`src/rtl/icache_pkg.sv`:
```
// Shared types and geometry constants for the L1 instruction-cache refill path.
package icache_pkg;

  typedef enum logic [2:0] {
    IDLE,
    REQ,
    FILL,
    DRAIN,
    DONE
  } refill_state_t;

  localparam int ICACHE_B   = 4;
  localparam int WORD_OFF_W = 2;                          // byte offset within a word
  localparam int LINE_OFF_W = $clog2(ICACHE_B) + WORD_OFF_W;

endpackage

```
`src/rtl/refill_beat_ctr.sv`:
```
// Beat counter for one line refill: counts received beats and produces the
// wrapped word index within the line plus a last-beat flag.
module refill_beat_ctr #(
  parameter  int B  = 4,
  localparam int IW = $clog2(B),
  localparam int CW = IW + 1
) (
  input  logic          clk,
  input  logic          rst,
  input  logic          clear,
  input  logic          inc,
  input  logic [IW-1:0] start_word,
  output logic [IW-1:0] idx,
  output logic          last
);

  logic [CW-1:0] cnt;

  always_ff @(posedge clk or posedge rst) begin
    if (rst) begin
      cnt <= '0;
    end else if (clear) begin
      cnt <= '0;
    end else if (inc) begin
      cnt <= cnt + CW'(1);
    end
  end

  // Truncation to IW bits gives the modulo-B wrap for critical-word-first order.
  assign idx  = start_word + cnt[IW-1:0];
  assign last = (cnt == CW'(B - 1));

endmodule

```
`src/rtl/instr_cache_refill.sv`:
```
// L1 I-cache line-refill engine: fetches one B-word line on a permitted miss and
// streams it into the cache. Optional ICACHE_CRIT_WORD_FIRST_EN fetches critical word first.
module instr_cache_refill
  import icache_pkg::*;
#(
  parameter int B      = ICACHE_B,
  parameter int WORD_W = 32
) (
  input  logic                 clk_i,
  input  logic                 reset_i,
  input  logic                 instr_hit_f_i,
  input  logic                 ic_repl_permit_i,
  input  logic                 flush_i,
  input  logic [WORD_W-1:0]    pc_f_i,
  output logic                 mem_req_o,
  output logic [WORD_W-1:0]    mem_addr_o,
  input  logic                 mem_ack_i,
  input  logic                 mem_rvalid_i,
  input  logic [WORD_W-1:0]    mem_rdata_i,
  output logic                 line_we_o,
  output logic [$clog2(B)-1:0] line_word_o,
  output logic [WORD_W-1:0]    line_wdata_o,
  output logic                 fill_done_o,
  output logic                 refill_busy_o
);

  localparam int IW  = $clog2(B);
  localparam int LOW = IW + WORD_OFF_W;

  refill_state_t state;
  logic          abort;
  logic [IW-1:0] start_word;
  logic [IW-1:0] sw_next;
  logic [WORD_W-1:0] addr_next;
  logic          start;
  logic          cnt_clear;
  logic          cnt_inc;
  logic          last;
  logic          unused_pc;

`ifdef ICACHE_CRIT_WORD_FIRST_EN
  assign addr_next = {pc_f_i[WORD_W-1:WORD_OFF_W], {WORD_OFF_W{1'b0}}};
  assign sw_next   = pc_f_i[LOW-1:WORD_OFF_W];
  assign unused_pc = ^pc_f_i[WORD_OFF_W-1:0];
`else
  assign addr_next = {pc_f_i[WORD_W-1:LOW], {LOW{1'b0}}};
  assign sw_next   = '0;
  assign unused_pc = ^pc_f_i[LOW-1:0];
`endif

  assign start     = (state == IDLE) & ~instr_hit_f_i & ic_repl_permit_i & ~flush_i;
  assign cnt_clear = start | ((state == REQ) & mem_ack_i);
  assign cnt_inc   = mem_rvalid_i & ((state == FILL) | (state == DRAIN));

  // A beat arriving together with a flush is counted but never written.
  assign line_we_o    = (state == FILL) & mem_rvalid_i & ~flush_i;
  assign line_wdata_o = mem_rdata_i;

  refill_beat_ctr #(.B(B)) u_beat_ctr (
    .clk        (clk_i),
    .rst        (reset_i),
    .clear      (cnt_clear),
    .inc        (cnt_inc),
    .start_word (start_word),
    .idx        (line_word_o),
    .last       (last)
  );

  always_ff @(posedge clk_i or posedge reset_i) begin
    if (reset_i) begin
      state         <= IDLE;
      abort         <= 1'b0;
      start_word    <= '0;
      mem_addr_o    <= '0;
      mem_req_o     <= 1'b0;
      fill_done_o   <= 1'b0;
      refill_busy_o <= 1'b0;
    end else begin
      fill_done_o <= 1'b0;
      case (state)
        IDLE: begin
          if (start) begin
            state         <= REQ;
            mem_addr_o    <= addr_next;
            start_word    <= sw_next;
            abort         <= 1'b0;
            mem_req_o     <= 1'b1;
            refill_busy_o <= 1'b1;
          end
        end
        REQ: begin
          // The request stays up until accepted; a flush only marks the beats for discard.
          if (mem_ack_i) begin
            mem_req_o <= 1'b0;
            abort     <= 1'b0;
            state     <= (abort | flush_i) ? DRAIN : FILL;
          end else if (flush_i) begin
            abort <= 1'b1;
          end
        end
        FILL: begin
          if (mem_rvalid_i && last) begin
            state         <= flush_i ? IDLE : DONE;
            fill_done_o   <= ~flush_i;
            refill_busy_o <= ~flush_i;
          end else if (flush_i) begin
            state <= DRAIN;
          end
        end
        DRAIN: begin
          if (mem_rvalid_i && last) begin
            state         <= IDLE;
            refill_busy_o <= 1'b0;
          end
        end
        DONE: begin
          state         <= IDLE;
          refill_busy_o <= 1'b0;
        end
        default: begin
          state         <= IDLE;
          mem_req_o     <= 1'b0;
          refill_busy_o <= 1'b0;
        end
      endcase
    end
  end

endmodule

```
`config.mk`:
```
export PLATFORM = sky130hd
export DESIGN_NAME = instr_cache_refill
export DESIGN_NICKNAME = d
export VERILOG_FILES = /design/src/rtl/icache_pkg.sv /design/src/rtl/refill_beat_ctr.sv /design/src/rtl/instr_cache_refill.sv
export SDC_FILE = /design/constraint.sdc
export NUM_CORES = 1
export LEC_CHECK = 0
export CAP_MARGIN = 20
export CORE_MARGIN = 2
export CORE_UTILIZATION = 35
export DETAILED_ROUTE_END_ITERATION = 10
export PLACE_DENSITY = 0.93
export SLEW_MARGIN = 20
export SYNTH_ARGS = -nofsm -noshare
export SYNTH_HDL_FRONTEND = slang
export SYNTH_SLANG_ARGS = --single-unit
```
`constraint.sdc`:
```
create_clock -name clk_i -period 1.8 [get_ports clk_i]
set_input_delay 0.36 -clock clk_i [delete_from_list [all_inputs] [get_ports clk_i]]
set_output_delay 0.36 -clock clk_i [all_outputs]
set_load 0.02 [all_outputs]
```
==> impl.org, run 1 <==
** Outcome
- The run finished with clean final reports.

** Yosys
- Adder and majority gate portion of the synthesized area :: 1.25%
- The netlist uses 33 different library cells.
- Compound-cell area share of the yosys netlist :: 4.55%
- Number of enable flip-flop cells after synthesis :: 0
- Post-Synth Simple-Gate Area :: 8.73%
- Averaged over all synthesized cells, the footprint is 12.7 um2.
- Flops & latches, synth :: 38
- Top flip-flop cell by instance count after synthesis :: sky130_fd_sc_hd__dfrtp_1
- Largest family of logic cells by synthesized area :: multiplexers
- Mux contribution to synthesized area :: 20.8%
- In the synthesized netlist, the number of instances is 158.
- Post-synthesis xor/xnor area fraction :: 0%
- Sequential fraction of the synthesis area :: 47.4%
- Mapped Area :: 0.00201 mm2
- Yosys printed 0 warnings.
- After synthesis, the share of flip-flops with an asynchronous set or reset is 100%.

** Worst setup path
- Of all nets on the critical path, the largest fanout is 3.
- Dominant delay contributor by cell family on the critical path :: buffers and inverters
- Critical path startpoint category :: input pin
- Tracing the worst setup path back leads to its startpoint at mem_rvalid_i.
- Total buffers and inverters traversed by the critical path :: 2
- The slowest stage of the critical path is the sky130_fd_sc_hd__clkdlybuf4s50_1 cell.
- The critical path in this run is classified as in2out.
- The worst register-to-register path has a depth of 5.
- Critical path data required time :: 1440 ps
- On the worst path, the slowest cell contributes a delay of 470 ps.
- Crit-path cells :: clkdlybuf4s50_1, nand2_1, nor4_2, buf_2
- Worst flop-to-flop path startpoint :: state[0]
- At the worst endpoint, the arrival time is 1330 ps.
- Worst setup EP type :: primary output
- Flop2flop setup slack :: 250 ps
- The worst register-to-register path ends at mem_addr_o[29].

** Power
- Power spread over the standard cell area amounts to 1640 mW/mm2.
- VDD sags by at most 797 uV.
- Lkg Pwr :: 1.23 nW

** Clocking
- Counting the buffers created by CTS gives 5.
- TritonCTS built the clock tree.
- Clock latency on the worst-skew pair, taken at its later pin, is 280 ps.
- H-tree depth :: 2
- After clock tree synthesis, the clock-pin slew on the worst setup and hold paths is 80 ps.
- CTS placed an instance of sky130_fd_sc_hd__clkbuf_8 at the clock tree root.
- CTS max path bufs :: 2
- For this design, the sink count on the clock tree is 38.

** Route
- Drt via density :: 4.49
- DRC Markers :: 0
- Detailed routing placed a total of 390 um of wire on met3.
- Across all layers, the routed design uses 1,230 vias.
- Dividing the detail-routed wire length by the instance count gives 14.0 um.
- After the first detailed-routing iteration, the DRC count stood at 33.
- DR WL met2 :: 1.78 mm
- For this block, wires on met1 add up to 1.63 mm.
- The detail route stage leaves a number of antenna-violating nets equal to 0.
- Detailed Route WL :: 3.83 mm
- Max Used Layer :: met4
- Router iterations before antenna repair :: 4

** Global routing
- The via count of the first global-routing pass was 1,215.
- Entering global routing, the biggest net connects 39 pins.
- Number of antenna violations at the first check in global routing :: 0
- Grt total ovfl :: 0
- Global-route wire length before repair :: 5.93 mm
- Aggregate global-route resource usage :: 12.1%

** Floorplan
- Initial Utilization :: 36.4%
- Row count :: 27
- Io pins :: 141
- Die Span Y :: 79.7 um
- The floorplan step defined a die boundary enclosing 0.00636 mm2.
- The die is 79.7 um wide.
- The region available for standard cell placement spans 0.00551 mm2.

** Placed design
- Final HPWL from detailed placement :: 2.90 mm
- Count of input and output buffers :: 68
- The congestion estimate from routability-driven global placement came to 0.791.

** Timing
- Clock period minus final worst setup slack :: 1690 ps
- Setup violations remaining at the end of the flow were counted as 0.
- Final-report max-slew violation count :: 0
- WHS :: 487 ps
- Final worst-path cycle share :: 93.7%
- RSZ-0062 raised after global routing :: false
- Based on the critical path, the design can be clocked at up to 0.593 GHz.
- Final Skew :: 4.65 ps
- The count of endpoints failing hold in the final timing report was 0.

** Final layout
- FILL cells :: 474
- Final cell utilization of the core :: 48.0%
- Fraction of layout instances using a drive strength above 1 :: 25.2%
- The repair_antennas step left the layout with diodes totalling 0.
- NumNets Final :: 274
- Area Overhead vs Synth :: 31.6%

** Worst hold path
- Tightest Hold Check Type :: in2async

** Job
- Max-cap violations in this run came to 0.
[worst min-delay path, cell delays in order]
cell and delay [ps]:
sky130_fd_sc_hd__clkdlybuf4s50_1 400, sky130_fd_sc_hd__inv_1 50, sky130_fd_sc_hd__buf_4 400
[how the worst max path moves through the flow]
stage | end | slack (ps) | cells after the start
2_1_floorplan | line_we_o | 100 | 2
3_3_place_gp | line_we_o | -400 | 4
3_5_place_dp | line_we_o | -420 | 4
4_1_cts | line_we_o | 10 | 4
5_1_grt | line_we_o | 30 | 4
6_report | line_we_o | 110 | 4
[cell families after synthesis]
| family | count (synthesis) |
|---|---|
| compound gates | 13 |
| fa+ha+maj | 2 |
| buf+inv | 46 |
| flops | 38 |
| mux | 28 |
| other cells | 1 |
| simple gates | 30 |
[layer usage]
layer  vias up  global-route usage [%]
met5         -                       0
met3         5                    4.52
met1       585                    14.1
met2        63                    20.5
met4         0                    3.62
li1        577                       -
[power breakdown]
| part | leakage, nW | switching (mW) | internal, mW |
|---|---|---|---|
| Clock | 0.0472 | 0.294 | 0.308 |
| Sequential | 0.466 | 0.227 | 1.26 |
| Combinational | 0.721 | 0.970 | 1.27 |
| Total | 1.23 | 1.49 | 2.83 |
[sequential cells by signal (all words and copies together), names as in the netlist]
| register | flops |
|---|---|
| refill_busy_o | 1 |
| u_beat_ctr.cnt | 3 |
| state | 3 |
| mem_req_o | 1 |
| fill_done_o | 1 |
| abort | 1 |
| mem_addr_o | 28 |
[what timing repair did]
item	in CTS	in global routing
cloned	0	0
buffers inserted	0	0
hold buffers	0	0
setup endpoints to repair	1	1
gates resized for setup	5	1
[cells in the mapped netlist (2+ instances only)]
library cell | n | area share (%)
sky130_fd_sc_hd__buf_4 | 39 | 15
sky130_fd_sc_hd__dfrtp_1 | 38 | 47
sky130_fd_sc_hd__mux2_4 | 27 | 20
sky130_fd_sc_hd__nand2_1 | 10 | 1.9
sky130_fd_sc_hd__buf_6 | 3 | 1.7
sky130_fd_sc_hd__nand2b_1 | 3 | 0.94
sky130_fd_sc_hd__o21ai_0 | 3 | 0.75
sky130_fd_sc_hd__a21oi_1 | 2 | 0.50
sky130_fd_sc_hd__a31oi_1 | 2 | 0.62
sky130_fd_sc_hd__and2_1 | 2 | 0.62
sky130_fd_sc_hd__buf_2 | 2 | 0.50
sky130_fd_sc_hd__ha_1 | 2 | 1.2
sky130_fd_sc_hd__inv_1 | 2 | 0.37
sky130_fd_sc_hd__nor2_1 | 2 | 0.37
sky130_fd_sc_hd__nor3b_1 | 2 | 0.75
sky130_fd_sc_hd__o31ai_1 | 2 | 0.75
[final cells by class]
class / instances / area [um2] / area share (%)
Multi-Input combinational cell: 77 / 729 / 27.6
Sequential cell: 38 / 951 / 36.0
Timing Repair Buffer: 77 / 768 / 29.1
Clock inverter: 2 / 12.5 / 0.474
Inverter: 2 / 7.51 / 0.284
Clock buffer: 6 / 82.6 / 3.13
Tap cell: 72 / 90.1 / 3.41
[per-stage QoR]
| stage | setup TNS [ps] | worst slack, ps | instances | power, mW | cell area (um2) |
|---|---|---|---|---|---|
| 2_1_floorplan | 0 | 102 | 161 | 2.89 | 2020 |
| 3_3_place_gp | -3310 | -402 | 266 | 3.69 | 2540 |
| 3_5_place_dp | -3480 | -424 | 266 | 3.76 | 2540 |
| 4_1_cts | 0 | 10.9 | 274 | 4.39 | 2650 |
| 5_1_grt | 0 | 29.4 | 274 | 4.59 | 2640 |
| 6_report | 0 | 113 | 274 | 4.32 | 2640 |
[cells in the final DEF (no fill, tap or decap), drive strengths merged, types with 3 or more instances in the layout]
| cell type | instances |
|---|---|
| clkdlybuf4s50 | 67 |
| nor3b | 3 |
| nand2 | 11 |
| mux2 | 28 |
| clkbuf | 6 |
| nand2b | 3 |
| buf | 10 |
| dfrtp | 38 |
| o21ai | 4 |
| conb | 4 |
No activity file was read; power rests on OpenSTA's default activity.
==> inputs of run 2 (changes only) <==
Settings changed: ABC_CLOCK_PERIOD_IN_PS set to 1800.
==> results of run 2 <==
The final DEF is identical to that of run 1; final timing and power are the same.
